File: src/rtl/bitorder_in_if.sv
// RMII receive dibit stream in, assembled bytes and frame status out.
// master drives the dibit stream; slave is the assembler.
interface bitorder_in_if #(parameter int CNT_W = 11);
  logic             axiiv;
  logic [1:0]       axiid;
  logic             axiov;
  logic [7:0]       axiod;
  logic             frame_done;
  logic             frame_err;
  logic [CNT_W-1:0] byte_count;

  modport master (output axiiv, axiid,
                  input  axiov, axiod, frame_done, frame_err, byte_count);
  modport slave  (input  axiiv, axiid,
                  output axiov, axiod, frame_done, frame_err, byte_count);
endinterface

File: src/rtl/bitorder_in.sv
// Dibit-to-byte assembler: LSB dibit first, byte out 1 cycle after its 4th dibit.
// No backpressure; frame end (axiiv fall) yields frame_done, plus frame_err if mid-byte.
module bitorder_in #(
  parameter int CNT_W = 11
) (
  input  logic          clk,
  input  logic          rst_n,
  bitorder_in_if.slave  bus
);
  localparam logic [0:0] IDLE = 1'b0;
  localparam logic [0:0] RECV = 1'b1;
  localparam logic [CNT_W-1:0] CNT_MAX = '1;

  logic [0:0] state;
  logic [1:0] idx;
  logic [5:0] sh;

  always_ff @(posedge clk or negedge rst_n) begin
    if (!rst_n) begin
      state          <= IDLE;
      idx            <= 2'd0;
      sh             <= 6'd0;
      bus.axiov      <= 1'b0;
      bus.axiod      <= 8'h00;
      bus.frame_done <= 1'b0;
      bus.frame_err  <= 1'b0;
      bus.byte_count <= '0;
    end else begin
      bus.axiov      <= 1'b0;
      bus.frame_done <= 1'b0;
      bus.frame_err  <= 1'b0;
      case (state)
        IDLE: begin
          if (bus.axiiv) begin
            sh[1:0]        <= bus.axiid;
            idx            <= 2'd1;
            bus.byte_count <= '0;
            state          <= RECV;
          end
        end
        default: begin
          if (bus.axiiv) begin
            idx <= idx + 2'd1;
            case (idx)
              2'd0: sh[1:0] <= bus.axiid;
              2'd1: sh[3:2] <= bus.axiid;
              2'd2: sh[5:4] <= bus.axiid;
              default: begin
                bus.axiov <= 1'b1;
                bus.axiod <= {bus.axiid, sh};
                // Saturate rather than wrap so oversize frames stay visibly oversize.
                if (bus.byte_count != CNT_MAX)
                  bus.byte_count <= bus.byte_count + 1'b1;
              end
            endcase
          end else begin
            // Any dibits of an unfinished byte are dropped here.
            state          <= IDLE;
            idx            <= 2'd0;
            bus.frame_done <= 1'b1;
            bus.frame_err  <= (idx != 2'd0);
          end
        end
      endcase
    end
  end
endmodule

File: src/flat_wrapper.sv
// flat-port wrapper written by rule: the top's interface ports become plain ports
module bitorder_in_flat 
#(
  parameter int CNT_W = 11
)
  (clk, rst_n, bus_axiiv, bus_axiid, bus_axiov, bus_axiod, bus_frame_done, bus_frame_err, bus_byte_count);
  bitorder_in_if #(.CNT_W(CNT_W)) bus_i ();
  input  logic clk;
  input  logic rst_n;
  input wire logic [$bits(bus_i.axiiv)-1:0] bus_axiiv;
  input wire logic [$bits(bus_i.axiid)-1:0] bus_axiid;
  output wire logic [$bits(bus_i.axiov)-1:0] bus_axiov;
  output wire logic [$bits(bus_i.axiod)-1:0] bus_axiod;
  output wire logic [$bits(bus_i.frame_done)-1:0] bus_frame_done;
  output wire logic [$bits(bus_i.frame_err)-1:0] bus_frame_err;
  output wire logic [$bits(bus_i.byte_count)-1:0] bus_byte_count;
  assign bus_i.axiiv = bus_axiiv;
  assign bus_i.axiid = bus_axiid;
  assign bus_axiov = bus_i.axiov;
  assign bus_axiod = bus_i.axiod;
  assign bus_frame_done = bus_i.frame_done;
  assign bus_frame_err = bus_i.frame_err;
  assign bus_byte_count = bus_i.byte_count;
  bitorder_in #(.CNT_W(CNT_W)) u_core (.clk(clk), .rst_n(rst_n), .bus(bus_i));
endmodule
File: config.mk
export PLATFORM = sky130hd
export DESIGN_NAME = bitorder_in_flat
export DESIGN_NICKNAME = d
export VERILOG_FILES = /design/src/rtl/bitorder_in_if.sv /design/src/rtl/bitorder_in.sv /design/src/flat_wrapper.sv
export SDC_FILE = /design/constraint.sdc
export NUM_CORES = 1
export LEC_CHECK = 0
export ABC_AREA = 1
export ABC_CLOCK_PERIOD_IN_PS = 4270
export CAP_MARGIN = 10
export CORE_ASPECT_RATIO = 1.1
export CORE_UTILIZATION = 45
export CTS_CLUSTER_SIZE = 24
export DETAILED_ROUTE_END_ITERATION = 10
export PLACE_DENSITY = 0.81
export SYNTH_ARGS = -nofsm -noshare
export SYNTH_HDL_FRONTEND = slang
export SYNTH_SLANG_ARGS = --single-unit
File: constraint.sdc
create_clock -name clk -period 4.27 [get_ports clk]
set_input_delay 0.427 -clock clk [delete_from_list [all_inputs] [get_ports clk]]
set_output_delay 0.427 -clock clk [all_outputs]
set_load 0.005 [all_outputs]
# Yosys cells after proc, flatten, opt, wreduce, memory -nomap -nowiden
# Index checks and enable logic that the tools add are counted.
# W data, S select, Z words.
[word_totals] reg_bits=31 input_bits=5 output_inout_bits=22 word_cells=48
[op_classes] addsub=2 eq_ne=6 n_mux=20 bitwise=1 reduce_logical=9
[op_table] cell="$mux W11" count=5
[op_table] cell="$mux W2" count=7
[op_table] cell="$reduce_and A3 Y1" count=4
[op_table] cell="$add A11 B1 Y11 const B" count=1
[op_table] cell="$ne A11 B11 Y1 const B" count=1
[op_table] cell="$mux W1" count=8
[op_table] cell="$ne A2 B2 Y1 const B" count=3
[op_table] cell="$reduce_bool A2 Y1" count=2
[op_table] cell="$reduce_or A3 Y1" count=1
[op_table] cell="$add A2 B1 Y2 const B" count=1
[op_table] cell="$eq A2 B1 Y1 const B" count=1
[op_table] cell="$eq A2 B2 Y1 const B" count=1
[op_table] cell="$logic_not A2 Y1" count=1
[op_table] cell="$reduce_and A2 Y1" count=1
[op_table] cell="$not A1 Y1" count=1

# Longest topological paths before layout
[depth] ltp_word=5 ltp_mapped=8 mapped_depth_nobuf=8

# Worst setup path before layout
# No wires, ideal clock.
[synth_path] path_type="reg2reg" start="register u_core.bus.byte_count[0]" end="register u_core.bus.byte_count[8]" setup_time_ns=0.126 arrival_ns=1.276 required_ns=4.144 path_slack_ns=2.868 stages_incl_launch_ff=9 n_path_buf=1 synth_period_minus_slack_ns=1.402 cell_sequence="dfrtp_1 ha_1 nand2_1 nor2_4 nand4_2 nand3_4 buf_8 nand2_1 o21ai_0"
[synth_between] elab_chain_cells=5 word_cells_on_any_way=8 classes_between="add/sub (1); eq/ne (2); mux (4); reduce/logical (1)"
[synth_lines] element="start, declared" line_no="bitorder_in_if.sv:15" text="output axiov, axiod, frame_done, frame_err, byte_count);"
[synth_lines] element="start signal, assigned" line_no="bitorder_in.sv:53" text="bus.byte_count <= bus.byte_count + 1'b1;"
[synth_lines] element="$add A11 B1 Y11" line_no="bitorder_in.sv:53"
[synth_lines] element="$mux W11" line_no="bitorder_in.sv:52" text="if (bus.byte_count != CNT_MAX)"
[synth_lines] element="$mux W11" line_no="bitorder_in.sv:44" text="case (idx)"
[synth_lines] element="$mux W11" line_no="bitorder_in.sv:42" text="if (bus.axiiv) begin"
[synth_lines] element="$mux W11" line_no="bitorder_in.sv:32" text="case (state)"
# Several ways; a longest one is shown, not always the timed one. The select of a mux whose other input is x is not followed.
# A chain may end at the register's enable or synchronous reset.

# Worst setup path after layout
[layout_path] start="register u_core.bus.byte_count[5]" end="output bus_byte_count[5]"
[layout_rtl] element="end, declared" line_no="flat_wrapper.sv:16" text="output wire logic [$bits(bus_i.byte_count)-1:0] bus_byte_count;"
# No word-level cell between the ends.

==> results.yml <==
global_route:
  grt_pass1_wl_mm: 5.02
  antenna_found_initial: 0
  grtUsageTotal: 0.184
  grt_pass1_vias: 1121
  grt_max_degree: 32
  gr-total-overflow: 0
floorplanning:
  start_util: 0.481
  die_area_sq_um: 3520
  die_h_um: 62.1
  rows: 21
  ios: 27
  fp.dieW_um: 56.6
  core-area_sq_um: 3070
synthesis:
  synth_area_sq_um: 1480
  synth-async-reset-ratio: 1.00
  synth_edf_count: 0
  synth_common_cells: "nand2_1, dfrtp_1, o21ai_1, nand3_1, inv_1"
  syn_inst: 174
  synthFlopType: "dfrtp_1"
  ys_warn_count: 0
  yosys.area.top_type: "dfrtp_1"
  ys_top_cells_by_area: "dfrtp_1, nand2_1, o21ai_1, ha_1, nand3_1"
  syn-num-nets: 184
  synth.top_cell.area_share: 0.525
  seq_area_frac_synth: 0.525
  synth.most_common_cell: "nand2_1"
  ys_ff_latch: 31
  synth.avg_cell_area_sq_um: 8.49
  synthDistinctLibCells: 21
worst_setup_path:
  path_class: "flop to primary output"
  cp_slowest_cell: "clkdlybuf4s50_1"
  start_kind: "flop"
  cp.required_ns: 3.84
  cp_max_fo: 7
  worstPathCellList: "clkdlybuf4s50_1"
  slowest_delay_ns: 0.54
  cp-end-kind: "primary output"
  crit_buf_inv: 1
  crit_arrival_ns: 1.35
  crit_family: "buffers and inverters"
sta:
  hold_viol: 0
  fin_setup_tns_ns: 0
  layout_min_cycle_time_ns: 1.78
  finalCritPeriodShare: 0.416
  worst_hold_slack_ns: 0.471
  setup_viol: 0
  clock_skew_ns: 0.00424
  final_max_slew_viol_count: 0
  max_freq_ghz: 0.563
  rsz0062_at_grt: "false"
  tightest_slew_ns: 0.531
  max-slew-margin-rel: 0.646
clock_tree:
  clockBufferDepth: 2
  cts_buffers: 5
  ctsResizeCount: 0
  cts.sinks: 31
  insertion_delay_ns: 0.33
  post_cts_buffers: 0
  cts_hold_buf: 0
  cts-root-buf: "clkbuf_4"
  cts_tree: "done"
  htree_levels: 2
  clk_pin_slew_ns: 0.09
layout:
  area_delta_synth_final_pct: 22.9
  layout.nets: 215
  fillers: 291
  multi_input_area_sq_um: 617
  seqCellArea_sq_um: 776
  design_area_sq_um: 1820
  drive_above_1_share: 0.0922
  n_antenna_cell: 0
detailed_routing:
  drc: 0
  routed_wl_mm: 2.85
  drt-wirelength-per-cell_um: 11.9
  first_pass_iters: 4
  via_per_inst: 5.06
  vias: 1214
  ant_nets: 0
  drt_iter0_drc: 31
place:
  place_area_sq_um: 1760
  port_buffers: 26
  hpwl_mm: 2.03
  gp_congestion: 0.865
power_and_ir_drop:
  vdd_drop_max_uv: 305
  p_leak_uw: 0.000837
  power.density_nw_per_um2: 366
status:
  status: "finished clean"
min_path:
  hold_path.class: "input port to asynchronous set/reset pin"
run:
  maxCapViolations: 0
metal layers:
metal / wire length (um) / part of all wire / global-route usage
met5: 0 / 0 / 0
met4: 55 / 0.019 / 0.0762
met3: 125 / 0.044 / 0.0563
met2: 1290 / 0.45 / 0.281
met1: 1380 / 0.48 / 0.243
report_power, final:
part / switching [uW] / internal, uW
sequential: 30.3 / 341
clock: 97.4 / 63.4
combinational: 56.9 / 76.3
registers in the layout, summed over array words and instances, names as in the netlist:
| name | cells |
|---|---|
| u_core.sh | 6 |
| u_core.bus.axiod | 8 |
| u_core.idx | 2 |
| u_core.bus.axiov | 1 |
| u_core.bus.byte_count | 11 |
| u_core.state | 1 |
| u_core.bus.frame_done | 1 |
| u_core.bus.frame_err | 1 |
through the flow:
stage	power (uW)	util	std cells	setup slack (ns)
after floorplan	432	-	174	2.87
after global placement	508	0.573	232	2.44
after detailed placement	513	0.573	232	2.39
after CTS	675	0.591	240	2.48
after global routing	710	0.591	240	2.43
final	666	0.591	240	2.49
area by class of cell:
cell class,instances,share of cell area
clock buffer,6,0.0227
clock inverter,2,0.00689
tap,34,0.0234
timing repair buffer,27,0.147
multi-input combinational,124,0.340
sequential,31,0.427
inverter,16,0.0331
worst reg2reg max path, stage by stage (launching register included):
cell and delay [ns]:
dfrtp_1 0.43, ha_1 0.23, nand2_1 0.15, nor2_4 0.07
nand4_2 0.10, nand3_4 0.20, nand2_1 0.11, o21ai_0 0.10
final timing paths:
kind                                                      startpoint                                   end  slack (ns)  depth (start not counted)
worst max-delay path            u_core.bus.byte_count[5]$_DFFE_PN0P_                     bus_byte_count[5]        2.49                          1
worst min-delay path                                           rst_n  u_core.bus.byte_count[5]$_DFFE_PN0P_        0.47                          2
worst max register to register  u_core.bus.byte_count[0]$_DFFE_PN0P_  u_core.bus.byte_count[0]$_DFFE_PN0P_        2.76                          7
worst min register to register       u_core.bus.axiod[0]$_DFFE_PN0P_       u_core.bus.axiod[0]$_DFFE_PN0P_        0.49                          2
max in group asynchronous                                      rst_n  u_core.bus.byte_count[9]$_DFFE_PN0P_        3.52                          2
min in group clk                     u_core.bus.axiod[0]$_DFFE_PN0P_       u_core.bus.axiod[0]$_DFFE_PN0P_        0.49                          2
layout by cell type (no fill, tap or decap), types with 2 or more instances in the layout:
cell,instances
ha_1,5
a21oi_1,2
o21ai_1,14
inv_1,11
nand3_1,12
nand2_1,64
nor2_4,3
dfrtp_1,31
clkbuf_4,5
inv_2,4
o21ai_0,8
nor2_1,7
clkdlybuf4s50_1,26
nor3_1,2
nand2_2,2
logic make-up after synthesis:
| family | after synthesis | share of synthesized area |
|---|---|---|
| AO/OA/AOI/OAI | 27 | 0.0957 |
| AND/OR/NAND/NOR | 92 | 0.279 |
| buffers and inverters | 19 | 0.0576 |
| adder cells (fa/ha/maj) | 5 | 0.0423 |
| flip-flops | 31 | 0.525 |
No activity file was read; power rests on OpenSTA's default activity.
